### config.mk
export PLATFORM = sky130hd
export DESIGN_NAME = ram16_ctrl
export DESIGN_NICKNAME = d
export VERILOG_FILES = /design/src/rtl/ram16_ctrl.sv
export SDC_FILE = /design/constraint.sdc
export NUM_CORES = 1
export LEC_CHECK = 0
export CAP_MARGIN = 0
export CORE_AREA = 5 5 166 168
export DETAILED_ROUTE_END_ITERATION = 8
export DIE_AREA = 0 0 171 173
export GPL_TIMING_DRIVEN = 0
export PLACE_DENSITY = 0.64
export SETUP_SLACK_MARGIN = 0.3
export SYNTH_ARGS = -nofsm -noshare
export SYNTH_HDL_FRONTEND = slang
export SYNTH_SLANG_ARGS = --single-unit
### constraint.sdc
create_clock -name clk -period 2.6 [get_ports clk]
set_input_delay 0.52 -clock clk [delete_from_list [all_inputs] [get_ports clk]]
set_output_delay 0.52 -clock clk [all_outputs]
set_load 0.02 [all_outputs]
### src/rtl/ram16_ctrl.sv
// ram16_ctrl: a bank of sixteen WIDTH-bit words behind a one-hot write
// decoder. It has a valid/ready write port, a registered read port, and a
// clear sequencer. The sequencer zeroes all sixteen words after reset and
// again whenever clr is requested.
//
// Ports:
//   clk, rst_n        rising-edge clock; synchronous active-low reset
//   wr_valid/ready    write handshake; a transfer happens on an edge where
//                     both are high
//   wr_addr, wr_data  word index and data for the write
//   rd_valid/ready    read handshake; a transfer happens on an edge where
//                     both are high
//   rd_addr           word index for the read
//   rd_data           registered read data; holds its value between reads
//   rd_data_valid     one-cycle pulse that follows each accepted read
//   clr               request a full clear; ignored while a sweep is running
//   busy              high while the clear sweep runs
module ram16_ctrl #(
  parameter int WIDTH = 16
) (
  input  logic             clk,
  input  logic             rst_n,
  input  logic             wr_valid,
  output logic             wr_ready,
  input  logic [3:0]       wr_addr,
  input  logic [WIDTH-1:0] wr_data,
  input  logic             rd_valid,
  output logic             rd_ready,
  input  logic [3:0]       rd_addr,
  output logic [WIDTH-1:0] rd_data,
  output logic             rd_data_valid,
  input  logic             clr,
  output logic             busy
);

  typedef enum logic {
    CLEAR = 1'b0,
    READY = 1'b1
  } state_t;

  state_t           state_q, state_d;
  logic [3:0]       cnt_q, cnt_d;
  logic [WIDTH-1:0] mem_q [16];
  logic [WIDTH-1:0] rd_data_q, rd_data_d;
  logic             rd_dv_q, rd_dv_d;
  logic [15:0]      wr_load;
  logic             wr_en, rd_en, access_ok;

  // Handshake readiness: only in READY, and never on a cycle with a clear request.
  always_comb begin
    access_ok = (state_q == READY) && !clr;
    wr_ready  = access_ok;
    rd_ready  = access_ok;
    busy      = (state_q == CLEAR);
    wr_en     = wr_valid && access_ok;
    rd_en     = rd_valid && access_ok;
  end

  // One-hot decode of the write address into per-word load enables.
  always_comb begin
    wr_load = '0;
    if (wr_en) begin
      wr_load[wr_addr] = 1'b1;
    end
  end

  // Next-state logic for the state machine and the sweep counter.
  always_comb begin
    state_d = state_q;
    cnt_d   = cnt_q;
    unique case (state_q)
      CLEAR: begin
        cnt_d = cnt_q + 4'd1;
        if (cnt_q == 4'd15) begin
          state_d = READY;
        end
      end
      READY: begin
        if (clr) begin
          state_d = CLEAR;
          cnt_d   = '0;
        end
      end
      default: begin
        state_d = CLEAR;
        cnt_d   = '0;
      end
    endcase
  end

  // Read port: the memory is read before this edge's write updates it.
  // This gives read-before-write behaviour on a same-address collision.
  always_comb begin
    rd_data_d = rd_data_q;
    rd_dv_d   = 1'b0;
    if (rd_en) begin
      rd_data_d = mem_q[rd_addr];
      rd_dv_d   = 1'b1;
    end
  end

  always_ff @(posedge clk) begin
    if (!rst_n) begin
      state_q   <= CLEAR;
      cnt_q     <= '0;
      rd_data_q <= '0;
      rd_dv_q   <= 1'b0;
    end else begin
      state_q   <= state_d;
      cnt_q     <= cnt_d;
      rd_data_q <= rd_data_d;
      rd_dv_q   <= rd_dv_d;
    end
  end

  // Storage. Reset does not clear the words; the sweep that follows reset
  // does. Writes never happen during CLEAR, because wr_ready is low then.
  always_ff @(posedge clk) begin
    if (rst_n) begin
      for (int unsigned i = 0; i < 16; i++) begin
        if ((state_q == CLEAR) && (cnt_q == 4'(i))) begin
          mem_q[i] <= '0;
        end else if (wr_load[i]) begin
          mem_q[i] <= wr_data;
        end
      end
    end
  end

  assign rd_data       = rd_data_q;
  assign rd_data_valid = rd_dv_q;

endmodule

Word-level counts from Yosys, hierarchy flattened

Memories as Yosys holds them, arrays and structs flattened. A register that Yosys moved wholly into a read port is not among the register bits.
Cells that the tools add are included.

Bitwise logic cells: 17
Multiplexer cells: 182
$lt $le $gt $ge: 2
Equality and inequality tests: 16
Reductions and logical operators: 38
Add/sub/neg operators: 1

Operators with widths:

| cell                | number |
|---|---|
| $mux 16             | 32 |
| $reduce_or 16->1    | 15 |
| $mux 1              | 131 |
| $mux 4              | 16 |
| $eq 4x4->1 const B  | 8 |
| $logic_and 1x1->1   | 20 |
| $eq 4x3->1 const B  | 4 |
| $or 1x1->1          | 16 |
| $eq 4x2->1 const B  | 2 |
| $pmux 4 s2          | 1 |
| $lt 4x5->1 const B  | 1 |
| $add 4x1->4 const B | 1 |
| $demux 1 s4         | 1 |
| $eq 4x1->1 const B  | 1 |
| $ge 4x1->1 const B  | 1 |
| $logic_not 4->1     | 1 |
| $logic_not 1->1     | 2 |
| $ne 2x2->1 const B  | 1 |
| $pmux 1 s2          | 1 |
| $not 1->1           | 1 |

Bits in writable memories: 256
Output and inout port bits: 20
Register bits: 6
Memories kept: 1

Memories:

| name  | depth | bits a word | rd ports | clocked after Yosys merged registers in | wr ports | RTL line | RTL |
|---|---|---|---|---|---|---|---|
| mem_q | 16    | 16          | 1        | 1                                       | 1        | 43       | `logic [WIDTH-1:0] mem_q [16];` |

Depth between registers and ports, before layout

Gate-level depths: netlist (run 1).

Word-level depth: 26
Gate-level depth with buffers: 8
Depth with buffers taken out: 5

Worst setup path before layout (run 1)

No wires, ideal clock.

Path type: in2reg
From: input port rst_n
To: memory mem_q[12][0] (enable)
Setup time: 0.392 ns
Arrival: 1.927 ns
Stages: 6
Path buffers: 1
Slack: 0.281 ns
Cells stage by stage: nand2_1 -> nor3b_2 -> nand3_2 -> nor3_2 -> clkbuf_1 -> o21bai_1

Word-level cells in the longest chain between the ends: 19

Ends and longest elaborated chain:

| item                                                     | RTL line | RTL |
|---|---|---|
| start: declaration                                       | 22       | `input logic rst_n,` |
| $mux 1                                                   | 119      | `if (rst_n) begin` |
| $mux 1 (on tied branches)                                | 122, 124 |  |
| $or 1x1->1 (no line)                                     | --       |  |
| $reduce_or 16->1 (no line)                               | --       |  |
| $mux 4 (no line) or $mux 1 (tied branches) (15 in a row) | --       |  |
| end: declaration                                         | 43       |  |

Several ways; a longest one is shown, not always the timed one.

Worst setup path in the final report (run 1)

From: input port rst_n
To: memory mem_q[0][11] (enable)

The elaborated chain is that of the path after synthesis.

==> flow_metrics.tcl, run 1 <==
set metrics [dict create \
    status "finished, final reports clean" \
    initialDrtViolationCount 963 \
    hold_class "register to register" \
    crit_chain "clkdlybuf4s50_1, nand2_1, nor3_2, nand2_2, nor3_4, clkbuf_4, o21bai_4, buf_8" \
    worst-slew-pin-transition_ns 0.7849 \
    areaGrowthSynthToFinish_pct 19.33 \
    pwr_density_cell_nw_per_um2 619.4 \
    reg2reg_from "cnt_q[2]" \
    routed.top_layer "met4" \
    yosys_most_used_dff "edfxtp_1" \
    gr-total-overflow 0 \
    max_stage_delay_ns 0.54 \
    yosys.area_share.simple_pct 16.34 \
    yosysWarnings 0 \
    layout_min_cycle_time_ns 2.372 \
    ys_types 42 \
    avgSynthCellArea_um2 14.66 \
    skew_ns 0.009355 \
    met2WireLength_mm 18.23 \
    gr-usage-all-layers_pct 24.73 \
    synth_compound_area_share_pct 4.219 \
    cts_buffers 29 \
    start_util_pct 49.38 \
    ys_seq_area_share_pct 63.89 \
    placed_area_um2 13920 \
    path_max_fanout 10 \
    vias 7898 \
    synth_edf_count 256 \
    final_cell_area_um2 15180 \
    drt-total-wl_mm 36.88 \
    synth_seq_cells 278 \
    clock-sinks 278 \
    min_from "rd_data[12]" \
    rsz0062_at_grt "true" \
    p_leak_uw 0.004973 \
    min_period_over_period_pct 91.24 \
    pwr-share-seq_pct 52.0 \
    drv_cap 0 \
    cts_buffer_depth 3 \
    post-dp-hpwl_mm 24.36 \
    synthXorXnorAreaFrac_pct 0 \
    grt_pass1_vias 7997 \
    nets 1006 \
    p_sw_share_pct 22.05 \
    dieWidth_um 171 \
    maxSlewViolCount 0 \
    cts_tree "built" \
    worst-setup-path-type "input pin to register" \
    yosys.area_share.adder_pct 0.3934 \
    intPower_uw 7330 \
    syn_nets 901 \
    drt-met1-wl_mm 14.95 \
    dieHeight_um 173 \
    p_switching_uw 2073 \
    ios 49 \
    end_kind "register" \
    detail-route-antenna-nets 0 \
    avgRoutedWirePerCell_um 27.69 \
    drt_pass1_iterations 5 \
    cts_root_buf "clkbuf_16" \
    drc 0 \
    p_comb_share_pct 5.9 \
    crit_required_ns 2.86 \
    die-area_um2 29580 \
    io_buffers 45 \
    drive_above_1_share_pct 18.57 \
    synth_top_family_by_area "simple AND/OR/NAND/NOR gates" \
    worstSkewPairLatency_ns 0.55 \
    p_clk_share_pct 42.1 \
    ir_worst_vdd_v 0.0004477 \
    wl_met3_mm 2.806 \
    hold_viol 0 \
    grt_max_degree 15 \
    worstPathArrival_ns 2.63 \
    setup_violations 0 \
    critPathLaunchType "input pin" \
    synth_mux_area_share_pct 12.51 \
    path_clk_slew_ns 0.06 \
    core.rowCount 59 \
    slew_headroom_pct 47.68 \
    antenna_found_initial 2 \
    syn-cell-area_um2 12720 \
    synth-async-reset-ratio_pct 0 \
    postCtsHoldBufs 0 \
    cts-htree-levels 1 \
    grt_pass1_wl_mm 53.14 \
    fin_util_pct 58.92 \
    place_congestion 0.8610 \
    core_area_um2 25760 \
    setup_tns_ns 0 \
    crit_start "rst_n" \
    slowest_stage "clkdlybuf4s50_1" \
    vias_per_cell 5.929 \
    synthCells 868 \
    fmax_mhz 421.5 \
]
[path summary, 6_finish.rpt]
| check | endpoint | slack (ns) | depth (start not counted) |
|---|---|---|---|
| setup / recovery | mem_q[0][11] | 0.23 | 8 |
| hold / removal | rd_data[12] | 0.55 | 2 |
| hold reg to reg | rd_data[12] | 0.55 | 2 |
| setup reg to reg | mem_q[6][3] | 0.36 | 4 |
[cell usage after synthesis, types with 2 or more instances]
cell type,instances,area share [%]
and2_1,257,13
edfxtp_1,256,60
clkbuf_1,43,1.3
mux2i_1,36,2.8
mux4_2,35,6.2
o21ai_0,25,0.98
a21oi_1,23,0.90
dfxtp_1,22,3.5
nor2_1,21,0.62
nand2_1,18,0.53
nor2b_1,17,0.84
mux4_1,16,3.3
a221oi_1,12,0.83
o22ai_1,12,0.59
buf_2,8,0.31
a211oi_1,6,0.35
buf_4,5,0.30
buf_6,5,0.44
nor2_2,5,0.25
ha_1,4,0.39
inv_1,4,0.12
nand3_1,4,0.16
nor3_2,4,0.31
o21bai_1,4,0.24
or3_1,4,0.20
and3_1,2,0.098
mux2_2,2,0.18
nand2_2,2,0.098
nand2b_1,2,0.098
o221ai_1,2,0.14
[cells in the final DEF (no fill, tap or decap), types with 17 or more instances in the layout]
cell type / synthesis / final
mux4_2: 35 / 35
dfxtp_1: 22 / 21
mux2i_1: 36 / 36
and2_1: 257 / 257
nor2b_1: 17 / 17
o21ai_0: 25 / 25
edfxtp_1: 256 / 256
clkbuf_16: 0 / 29
a21oi_1: 23 / 23
clkbuf_1: 43 / 35
nand2_1: 18 / 17
clkdlybuf4s50_1: 0 / 40
[power by group through the flow]
| stage | Sequential [uW] | Combinational, uW | Clock, uW |
|---|---|---|---|
| after floorplan | 4980 | 279 | 0 |
| after global placement | 4990 | 497 | 0 |
| after detailed placement | 4980 | 525 | 0 |
| after CTS | 4890 | 540 | 3980 |
| after global routing | 4890 | 583 | 4180 |
| final | 4890 | 556 | 3960 |
[what timing repair did]
action,CTS,global route
setup endpoints to repair,270,223
pin swaps,6,3
resized for setup,48,16
buffers inserted,12,3
[flip-flops by register name, indices dropped and copies added, names as in the netlist]
signal	count
rd_data_valid	1
mem_q	256
state_q	1
cnt_q	4
rd_data	16
[critical path, delay by kind of cell]
kind / cells / cell delay (ns)
buffers and inverters: 3 / 1.02
AO/OA/AOI/OAI: 1 / 0.26
AND/OR/NAND/NOR: 4 / 0.81
[per-stage QoR]
stage          instances  worst slack, ns  hold slack [ns]  total power (uW)
2_1_floorplan        868           0.3327           0.4881              5257
3_3_place_gp        1248           -1.484           0.5155              5483
3_5_place_dp        1262           -1.468           0.5254              5508
4_1_cts             1328           0.1232           0.5496              9410
5_1_grt             1331           0.1229           0.5864              9656
6_report            1332           0.2277           0.5508              9403
[final cells by class]
type                            count  area, um2
Sequential cell                   278       8129
Timing Repair Buffer               74      865.8
Fill cell                        1969      10580
Buffer                             63      372.9
Multi-Input combinational cell    522       4488
Tap cell                          335      419.2
Inverter                            5      18.77
Antenna cell                        1      2.502
Clock buffer                       41      770.7
Clock inverter                     13      113.9
[kinds of logic after synthesis]
family / count (synthesis)
DFF: 278
buffers and inverters: 68
muxes: 89
and+or+nand+nor: 342
AOI/OAI and AO/OA: 87
adders and majority gates: 4
[routing by layer]
metal  vias up  GRT usage, %
met5         -             0
met4         0         6.405
met3        71         4.817
met2       370         40.87
met1      4016         33.85
li1       3441             -
Note: power is estimated with default switching activity, not from simulation.
==> run 2: changes to the inputs <==
Settings changed: GPL_TIMING_DRIVEN 0 to default.
==> run 2 against run 1 <==
Worst hold slack got worse by 0.018 ns. Critical path depth fell by 6. Sequential cell count did not move. Final cell count fell by 1.5%. Core utilization fell by 0.58 points. Total power fell by 1.9%. Clock power fell by 4%.
==> flow_metrics.tcl, run 2 (synthesis results as in run 1) <==
set metrics [dict create \
    status "finished, final reports clean" \
    cts_buffers 29 \
    layout_min_cycle_time_ns 2.245 \
    dieHeight_um 173 \
    worst-setup-path-type "register to output port" \
    pwr-share-seq_pct 53.0 \
    vias 7356 \
    vias_per_cell 5.607 \
    slew_headroom_pct 30.78 \
    min_period_over_period_pct 86.34 \
    grt_pass1_vias 7552 \
    path_clk_slew_ns 0.06 \
    fmax_mhz 445.5 \
    intPower_uw 7264 \
    crit_start "state_q" \
    largest_register "mem_q" \
    clock-sinks 278 \
    drv_cap 0 \
    worstSkewPairLatency_ns 0.54 \
    grt_max_degree 22 \
    gr-usage-all-layers_pct 21.14 \
    min_from "cnt_q[3]" \
    fin_util_pct 58.35 \
    detail-route-antenna-nets 0 \
    fillCellCount 2017 \
    worstPathArrival_ns 1.72 \
    cts-htree-levels 1 \
    postCtsHoldBufs 0 \
    p_switching_uw 1964 \
    core_area_um2 25760 \
    regArea_um2 8128 \
    ios 49 \
    worst-slew-pin-transition_ns 1.034 \
    pre_cts_slack_ns -0.1758 \
    reg2reg_from "state_q" \
    path_max_fanout 9 \
    cts_tree "built" \
    grt_pass1_wl_mm 47.28 \
    place_congestion 0.8209 \
    die-area_um2 29580 \
    skew_ns 0.01090 \
    final_cells 1312 \
    cts_buffer_depth 3 \
    dieWidth_um 171 \
    antenna_found_initial 0 \
    drive_above_1_share_pct 18.03 \
    fin_ws_ns 0.3552 \
    start_util_pct 49.38 \
    largest_reg_flops 256 \
    ir_worst_vdd_v 0.0004981 \
    pwr_density_cell_nw_per_um2 613.9 \
    place_inst 1257 \
    multiInputGateArea_um2 4349 \
    drc 0 \
    maxSlewViolCount 0 \
    cts_root_buf "clkbuf_16" \
    end_kind "output port" \
    p_sw_share_pct 21.28 \
    core.rowCount 59 \
    drt_pass1_iterations 5 \
    setup_violations 0 \
    power.total_uw 9228 \
    final_cell_mix "and2_1, edfxtp_1, buf_4" \
    p_comb_share_pct 5.8 \
    rsz0062_at_grt "true" \
    initialDrtViolationCount 538 \
    io_buffers 48 \
    nets 986 \
    critPathLaunchType "register" \
    post-dp-hpwl_mm 20.22 \
    p_clk_share_pct 41.3 \
    holdWs_ns 0.5328 \
    avgRoutedWirePerCell_um 23.50 \
    drt-total-wl_mm 30.83 \
    hold_viol 0 \
    layout.cells.most_common "and2_1" \
    crit_required_ns 2.08 \
    hold_class "register to register" \
    gr-total-overflow 0 \
    areaGrowthSynthToFinish_pct 18.15 \
    p_leak_uw 0.004934 \
]
-- run 2: what timing repair did --
item | CTS | global route
resized for setup | 2 | 1
pin swaps | 0 | 0
setup endpoints to repair | 2 | 16
setup buffers | 0 | 0
-- run 2: power by group through the flow --
stage,Clock (uW),Sequential (uW),Combinational [uW]
after floorplan,0,4980,279
after global placement,0,4980,530
after detailed placement,0,4980,533
after CTS,3880,4890,534
after global routing,4050,4890,569
final,3810,4890,531
-- run 2: final timing paths --
path	slack, ns	depth (start not counted)	to
hold / removal	0.53	2	cnt_q[3]
hold reg to reg	0.53	2	cnt_q[3]
setup reg to reg	0.54	5	mem_q[3][2]
setup / recovery	0.36	2	busy
-- run 2: critical path: stages, from the launching register on --
cell,delay [ns]
dfxtp_1,0.38
inv_2,0.18
clkdlybuf4s50_1,0.63
-- run 2: routing by layer --
metal / global-route usage [%] / share of wire, % / up-vias / wire, um
li1: - / - / 3378 / -
met1: 31.53 / 46 / 3771 / 14190
met2: 33.52 / 48 / 170 / 14750
met3: 2.922 / 4.4 / 37 / 1352
met4: 4.424 / 1.8 / 0 / 540
met5: 0 / 0 / - / 0
-- run 2: area by class of cell --
class	instances	area share, %
inverters	5	0.1249
diodes	1	0.01665
multi-input cells	522	28.93
clock inverters	2	0.09156
well taps	335	2.788
flip-flops and latches	278	54.07
repair buffers	117	8.374
clock buffers	52	5.602
-- run 2: through the flow --
step | area (um2) | TNS, ns
global placement | 14170 | -2.709
CTS | 15030 | 0
finish | 15030 | 0
floorplan | 12730 | 0
global route | 15030 | 0
detailed placement | 14170 | -5.483
==> run 3: changes to the inputs <==
Settings changed: CTS_CLUSTER_DIAMETER from default to 50.
==> run 3 against run 2 <==
Sequential power about the same. Die area unchanged. Register-to-register slack better by 0.07 ns. Sequential cell count unchanged. Wire length up 0.97%. Design area up 1.7%. Worst hold slack worse by 0.0015 ns. Largest cell class unchanged. Largest power group unchanged. Highest routed layer unchanged.
==> flow_metrics.tcl, run 3 (synthesis results as in run 1) <==
set metrics [dict create \
    cts-htree-levels 2 \
    areaGrowthSynthToFinish_pct 20.15 \
    io_buffers 48 \
    drt_pass1_iterations 5 \
    hold_class "register to register" \
    gr-usage-all-layers_pct 21.28 \
    maxSlewViolCount 0 \
    cts_setup_buffers 0 \
    min_period_over_period_pct 84.79 \
    reg2reg_from "state_q" \
    slew_headroom_pct 42.53 \
    final_cell_area_um2 15290 \
    place_congestion 0.8209 \
    dieHeight_um 173 \
    cts_buffers 34 \
    gr-total-overflow 0 \
    vias_per_cell 5.645 \
    avgRoutedWirePerCell_um 23.64 \
    drv_cap 0 \
    largest_reg_flops 256 \
    path_clk_slew_ns 0.05 \
    pwr_density_cell_nw_per_um2 660.7 \
    fmax_mhz 453.6 \
    antenna_found_initial 0 \
    final_cells 1317 \
    placed_area_um2 14170 \
    rsz0062_at_grt "false" \
    die-area_um2 29580 \
    multiInputGateArea_um2 4352 \
    setup_violations 0 \
    p_leak_uw 0.005056 \
    worstSkewPairLatency_ns 0.50 \
    grt_pass1_vias 7602 \
    worst-slew-pin-transition_ns 0.8589 \
    ios 49 \
    layout_min_cycle_time_ns 2.204 \
    hold_viol 0 \
    core.rowCount 59 \
    final_cell_mix "and2_1, edfxtp_1, buf_4" \
    postCtsHoldBufs 0 \
    vias 7435 \
    end_kind "output port" \
    crit_start "state_q" \
    skew_ns 0.01437 \
    dieWidth_um 171 \
    nets 991 \
    status "finished, final reports clean" \
    post-dp-hpwl_mm 20.22 \
    drive_above_1_share_pct 19.55 \
    fillCellCount 1979 \
    cts_tree "built" \
    critPathLaunchType "register" \
    n_antenna_cell 0 \
    ir_worst_vdd_v 0.0004369 \
    worstPathArrival_ns 1.68 \
    regArea_um2 8128 \
    worst-setup-path-type "register to output port" \
    largest_register "mem_q" \
    path_max_fanout 9 \
    grt_max_degree 22 \
    cts_root_buf "clkbuf_16" \
    min_from "cnt_q[3]" \
    place_inst 1257 \
    initialDrtViolationCount 603 \
    drt-total-wl_mm 31.13 \
    grt_pass1_wl_mm 47.38 \
    clock-sinks 278 \
    crit_required_ns 2.08 \
    core_area_um2 25760 \
    power.total_uw 10100 \
    detail-route-antenna-nets 0 \
    start_util_pct 49.38 \
    cts_buffer_depth 3 \
    drc 0 \
    layout.cells.most_common "and2_1" \
]
-- run 3: changes by cell type in the layout (fill, tap and decap cells not counted), sizes merged --
cell	before	now
diode	1	0
clkinvlp	0	3
clkbuf	52	48
inv	6	7
bufinv	0	2
clkinv	1	5
-- run 3: final timing paths --
kind,endpoint,slack [ns],cells after the start
setup reg to reg,mem_q[10][9],0.61,5
setup / recovery,busy,0.40,2
hold / removal,cnt_q[3],0.53,2
hold reg to reg,cnt_q[3],0.53,2
-- run 3: repair_timing --
| item | CTS | global route |
|---|---|---|
| gates cloned | 0 | 0 |
| gates resized for setup | 2 | 2 |
| endpoints found under the setup margin | 2 | 31 |
| pin swaps | 0 | 0 |
-- run 3: worst max-delay path, cell delays in order (launching register included) --
cell and delay [ns]:
dfxtp_1 0.38, inv_2 0.18, clkdlybuf4s50_1 0.63
-- run 3: layout make-up --
| type | instances | area share, % |
|---|---|---|
| Multi-Input combinational cell | 522 | 28.47 |
| Inverter | 5 | 0.1228 |
| Timing Repair Buffer | 117 | 8.234 |
| Tap cell | 335 | 2.742 |
| Clock buffer | 48 | 6.458 |
| Sequential cell | 278 | 53.17 |
| Clock inverter | 12 | 0.8022 |
-- run 3: power by group --
part	total [uW]	internal (uW)	switching (uW)
Sequential	4890	4870	17.4
Combinational	531	223	308
Clock	4680	2860	1820
-- run 3: layer usage --
metal | wire (um) | GRT usage [%]
met5 | 0 | 0
met4 | 644 | 5.249
met3 | 1654 | 3.562
met2 | 14840 | 33.47
met1 | 13990 | 31.20
-- run 3: through the flow --
stage / hold WS [ns] / setup TNS, ns / util, % / worst slack, ns
3_3_place_gp: 0.5161 / -2.709 / 55.01 / -0.1027
3_5_place_dp: 0.5245 / -5.483 / 55.01 / -0.1758
4_1_cts: 0.5332 / 0 / 59.31 / 0.3381
2_1_floorplan: 0.4881 / 0 / - / 0.3327
6_report: 0.5313 / 0 / 59.33 / 0.3956
5_1_grt: 0.5918 / 0 / 59.33 / 0.3134
